`src/rtl/io_bus_responder.sv`:
```
// io_bus_responder: memory-mapped I/O window on the processor bus.
// Stores to the TX register are queued in a small FIFO drained by a
// valid/ready sink; a one-entry RX buffer filled by a valid/ready source
// is read back by loads. STAT/CTRL expose FIFO state and sticky errors.
module io_bus_responder #(
    parameter logic [14:0] BASE_ADDR  = 15'h7FFC,
    parameter int          FIFO_DEPTH = 4
) (
    input  logic        clk,
    input  logic        rst_n,
    input  logic [14:0] addr,
    input  logic [7:0]  wr_data,
    input  logic        wr_en,
    input  logic        rd_en,
    output logic [7:0]  rd_data,
    output logic        hit,
    output logic [7:0]  out_data,
    output logic        out_valid,
    input  logic        out_ready,
    input  logic [7:0]  in_data,
    input  logic        in_valid,
    output logic        in_ready
);

    localparam int PW = $clog2(FIFO_DEPTH);
    localparam int CW = PW + 1;
    localparam logic [CW-1:0] FULL_COUNT = CW'(FIFO_DEPTH);

    localparam logic [1:0] OFF_TX   = 2'd0;
    localparam logic [1:0] OFF_RX   = 2'd1;
    localparam logic [1:0] OFF_STAT = 2'd2;
    localparam logic [1:0] OFF_CTRL = 2'd3;

    logic [7:0]    r_mem [FIFO_DEPTH];
    logic [PW-1:0] r_wrPtr;
    logic [PW-1:0] r_rdPtr;
    logic [CW-1:0] r_count;
    logic [7:0]    r_rxBuf;
    logic          r_rxValid;
    logic          r_txOverflow;
    logic          r_rxUnderflow;
    logic [7:0]    r_rdData;

    logic [1:0]    w_offset;
    logic          w_txFull;
    logic          w_txEmpty;
    logic          w_pushReq;
    logic          w_push;
    logic          w_pop;
    logic          w_flush;
    logic          w_clearFlags;
    logic          w_overflowEvt;
    logic          w_rxRead;
    logic          w_underflowEvt;
    logic          w_rxAccept;
    logic [7:0]    w_stat;
    logic [7:0]    w_rdValue;

    assign hit       = (addr[14:2] == BASE_ADDR[14:2]);
    assign w_offset  = addr[1:0];
    assign w_txFull  = (r_count == FULL_COUNT);
    assign w_txEmpty = (r_count == '0);
    assign out_valid = ~w_txEmpty;
    assign out_data  = r_mem[r_rdPtr];
    assign in_ready  = ~r_rxValid;
    assign rd_data   = r_rdData;
    assign w_stat    = {3'b000, r_rxUnderflow, r_txOverflow, r_rxValid, w_txEmpty, w_txFull};

    // Bus decode: which register is touched this cycle and which events result.
    always_comb begin
        w_pushReq      = wr_en & hit & (w_offset == OFF_TX);
        w_pop          = out_valid & out_ready;
        w_push         = w_pushReq & (~w_txFull | w_pop);
        w_overflowEvt  = w_pushReq & w_txFull & ~w_pop;
        w_flush        = wr_en & hit & (w_offset == OFF_CTRL) & wr_data[1];
        w_clearFlags   = wr_en & hit & (w_offset == OFF_CTRL) & wr_data[0];
        w_rxRead       = rd_en & hit & (w_offset == OFF_RX);
        w_underflowEvt = w_rxRead & ~r_rxValid;
        w_rxAccept     = in_valid & in_ready;
    end

    // Read mux: value captured into rd_data on an accepted load.
    always_comb begin
        w_rdValue = 8'h00;
        if (hit) begin
            case (w_offset)
                OFF_RX:   w_rdValue = r_rxValid ? r_rxBuf : 8'h00;
                OFF_STAT: w_rdValue = w_stat;
                default:  w_rdValue = 8'h00;
            endcase
        end
    end

    // TX FIFO storage, pointers and occupancy; flush overrides a same-cycle pop.
    always_ff @(posedge clk or negedge rst_n) begin
        if (!rst_n) begin
            for (int i = 0; i < FIFO_DEPTH; i++) begin
                r_mem[i] <= 8'h00;
            end
            r_wrPtr <= '0;
            r_rdPtr <= '0;
            r_count <= '0;
        end else if (w_flush) begin
            r_wrPtr <= '0;
            r_rdPtr <= '0;
            r_count <= '0;
        end else begin
            if (w_push) begin
                r_mem[r_wrPtr] <= wr_data;
                r_wrPtr        <= r_wrPtr + PW'(1);
            end
            if (w_pop) begin
                r_rdPtr <= r_rdPtr + PW'(1);
            end
            if (w_push && !w_pop) begin
                r_count <= r_count + CW'(1);
            end else if (!w_push && w_pop) begin
                r_count <= r_count - CW'(1);
            end
        end
    end

    // One-entry RX buffer: a load of RX empties it, the source refills it when empty.
    always_ff @(posedge clk or negedge rst_n) begin
        if (!rst_n) begin
            r_rxBuf   <= 8'h00;
            r_rxValid <= 1'b0;
        end else if (w_rxAccept) begin
            r_rxBuf   <= in_data;
            r_rxValid <= 1'b1;
        end else if (w_rxRead) begin
            r_rxValid <= 1'b0;
        end
    end

    // Sticky error flags; a new error event wins over a same-cycle clear.
    always_ff @(posedge clk or negedge rst_n) begin
        if (!rst_n) begin
            r_txOverflow  <= 1'b0;
            r_rxUnderflow <= 1'b0;
        end else begin
            if (w_overflowEvt) begin
                r_txOverflow <= 1'b1;
            end else if (w_clearFlags) begin
                r_txOverflow <= 1'b0;
            end
            if (w_underflowEvt) begin
                r_rxUnderflow <= 1'b1;
            end else if (w_clearFlags) begin
                r_rxUnderflow <= 1'b0;
            end
        end
    end

    // Registered read data, held until the next load.
    always_ff @(posedge clk or negedge rst_n) begin
        if (!rst_n) begin
            r_rdData <= 8'h00;
        end else if (rd_en) begin
            r_rdData <= w_rdValue;
        end
    end

endmodule

```
`config.mk`:
```
export PLATFORM = sky130hd
export DESIGN_NAME = io_bus_responder
export DESIGN_NICKNAME = d
export VERILOG_FILES = /design/src/rtl/io_bus_responder.sv
export SDC_FILE = /design/constraint.sdc
export NUM_CORES = 1
export LEC_CHECK = 0
export ABC_AREA = 1
export CAP_MARGIN = 20
export CORE_UTILIZATION = 47
export CTS_CLUSTER_DIAMETER = 80
export DETAILED_ROUTE_END_ITERATION = 8
export PLACE_DENSITY = 0.87
export SLEW_MARGIN = 10
export SYNTH_ARGS = -nofsm -noshare
export SYNTH_HDL_FRONTEND = slang
export SYNTH_SLANG_ARGS = --single-unit
```
`constraint.sdc`:
```
create_clock -name clk -period 1.85 [get_ports clk]
set_input_delay 0.2775 -clock clk [delete_from_list [all_inputs] [get_ports clk]]
set_output_delay 0.2775 -clock clk [all_outputs]
set_load 0.005 [all_outputs]
```
==> results.txt <==
YS warnings - 0
Synth Net Count - 412
Site Rows - 28
Post-Place Cells - 525
DIE WIDTH - 82.27 um
DRC viols - 0
status - complete, no violations
worst min path class - input pin to asynchronous set/reset pin
DR pass1 iterations - 4
Synth Cell Area - 0.003028 sq mm
leakage power - 2.398 nW
largest net degree at the start of global routing - 59
Crit Path Max Fanout - 3
worst reg-to-reg setup slack - 40 ps
Crit-path slowest cell - dfrtp_1
R2R depth - 12
share of layout cells above drive strength 1 - 20.96%
Post-Place Setup Slack - -442.7 ps
area share of the largest cell type after synthesis - 47.93%
crit path launch - r_count[1]
HPWL after detailed placement - 5.394 mm
# clock sinks - 58
top cells by area, synth - dfrtp_1 48%, nand2_1 16%, inv_1 5.5%
Area Overhead vs Synth - 42.85%
post-detailed-route count of antenna-violating nets - 0
Die Y-Extent - 82.27 um
count of different cell masters after synthesis - 28
setup ws final - 39.99 ps
FILL cells - 455
Crit Path Category - flop to flop
worst clock skew - 9.443 ps
Worst-path clk slew - 70 ps
Largest stage delay, worst path - 440 ps
minimum clock period - 1810 ps
RePlAce Congestion - 0.8939
Worst Path Arrival - 2050 ps
cells along the critical path - inv_2 -> nand3_4 -> nand2_4 -> inv_4 -> nor3_4 -> fa_2 -> xor2_1 -> inv_1 -> nand4_1 -> nand2_1 -> nand2_1 -> nand2_1
GRT Util Overall - 25.96%
Most Crowded Layer GR - met2
Final Instance Area - 0.004325 sq mm
htree depth - 3
root buffer cell - clkbuf_8
commonest non-fill, non-tap cells in the layout - 126 x nand2_1, 58 x dfrtp_1, 41 x buf_4, 31 x inv_1, 29 x clkdlybuf4s50_1
global-route wire length before repair - 12.90 mm
routed vias - 2,916
reg2reg start - r_count[1]
synthesized instance count - 366
Hold Violations, Final - 0
register bit total from synthesis - 58
Cell Pwr Density - 972.9 mW/mm^2
GRT overflow - 0
Antenna Diode Count - 0
total power - 4.208 mW
die area - 0.006768 sq mm
GRT met3 Usage - 5.275%
RSZ-0062 raised after global routing - yes
area leader, netlist - dfrtp_1
Initial Utilization - 49.96%
register area - 0.001451 sq mm
Worst VDD drop - 597.7 uV
final-report max-slew violation count - 0
Iter 0 DRT Violations - 179
end-of-flow core utilization - 71.37%
Post-Place Cell Area - 0.003916 sq mm
Worst-Margin Slew - 490.7 ps
final setup fails - 0
Vias/cell - 5.283
sequential fraction of the synthesis area - 47.93%
I/O Pins - 56
most common cell after layout, fill and taps aside - nand2_1
PortBufs - 55
RR Endpoint - r_count[2]
Final #Nets - 518
M2 GR Usage - 47.69%
crit path capture type - flop
routed wire length - 8.147 mm
mean post-synth cell area - 8.273 sq um
CP dominant cell by count - nand2_1
maxcap violations - 0
Multi-input gate area - 0.001465 sq mm
final std cells w/o fill - 552
Num CTS Buffers - 9
crit path launch type - flop
final period utilization - 97.84%
Fmax achieved - 552.5 MHz
GR Layer Usage met1 - 28.73%
vias in the first global route - 2,870
CTS tree - done
Clock Latency Late Sink - 340 ps
DR WL/cell - 14.76 um
initial antenna violation count - 0
total core area - 0.006061 sq mm
Max Root-Sink Buffers - 2
Worst slew margin - 67.19%
CP Data Required Time - 2090 ps
==> synth_stat cells <==
master and instances:
a21oi_1 6, a32oi_1 2, and3_1 1, buf_1 1, clkbuf_1 4, dfrtp_1 58
fa_1 1, ha_1 8, inv_1 44, inv_2 1, mux2_2 3, nand2_1 128
nand2_8 1, nand3_1 17, nand3_2 3, nand3_4 1, nand4_1 9, nand4_2 1
nor2_1 26, nor2_2 1, nor2_8 6, nor3_1 2, nor3b_1 1, o21a_1 1
o21ai_0 22, o221ai_1 1, o22ai_1 15, xor2_1 2
==> what timing repair did <==
item / in CTS / in global routing
pin swaps: 3 / 14
setup endpoints to repair: 10 / 38
resized for setup: 19 / 44
hold buffers: 1 / 0
endpoints found under the hold margin: 58 / 0
buffers inserted: 4 / 6
==> registers in the layout, indices dropped and copies added (netlist names) <==
signal,count
r_rxValid,1
r_rxUnderflow,1
r_rdPtr,2
rd_data,8
r_rxBuf,8
r_wrPtr,2
r_txOverflow,1
r_count,3
r_mem,32
==> metrics by stage <==
step / hold WS [ps] / TNS, ps
finish: 442.6 / 0
global route: 497.8 / -99.10
CTS: 470.3 / 0
detailed placement: 304.8 / -9289
global placement: 302.8 / -8908
floorplan: -18.09 / 0
==> kinds of logic (layout without fill, tap and decap cells) <==
family / count (synthesis) / count (layout) / share of synthesized area, %
compound gates: 47 / 47 / 8.843
buf+inv: 50 / 161 / 6.198
flops: 58 / 58 / 47.93
simple gates: 197 / 197 / 31.36
xor+xnor: 2 / 2 / 0.5786
fa+ha+maj: 9 / 9 / 3.967
mux: 3 / 3 / 1.116
==> critical path: cells and delay by family, from the launching register on <==
family,cells,cell delay (ps)
xor+xnor,1,190
fa+ha+maj,1,380
simple gates,7,480
buf+inv,3,230
flops,1,440
==> how the worst max path moves through the flow <==
| stage | to | cells after the start |
|---|---|---|
| after global placement | r_count[2] | 14 |
| after CTS | r_count[2] | 14 |
| final | r_count[2] | 12 |
| after global routing | r_count[2] | 12 |
| after detailed placement | r_count[2] | 14 |
| after floorplan | r_count[2] | 12 |
==> power breakdown <==
group | internal [mW] | leakage [nW] | switching [mW]
combinational | 0.729 | 1.53 | 0.793
clock | 0.757 | 0.107 | 0.518
sequential | 1.34 | 0.762 | 0.0705
==> final cells by class <==
class	instances	share of cell area, %
clock buffers	11	3.037
clock inverters	5	1.822
inverters	45	3.963
multi-input cells	258	33.87
flip-flops and latches	58	33.56
well taps	75	2.170
repair buffers	100	21.58
==> metal layers <==
| metal | routed length (um) | part of all wire, % | vias up |
|---|---|---|---|
| met5 | 0 | 0 | - |
| met2 | 4200 | 52 | 111 |
| met1 | 3212 | 39 | 1390 |
| met3 | 556 | 6.8 | 21 |
| li1 | - | - | 1394 |
| met4 | 178 | 2.2 | 0 |
(Power assumes the default switching activity.)
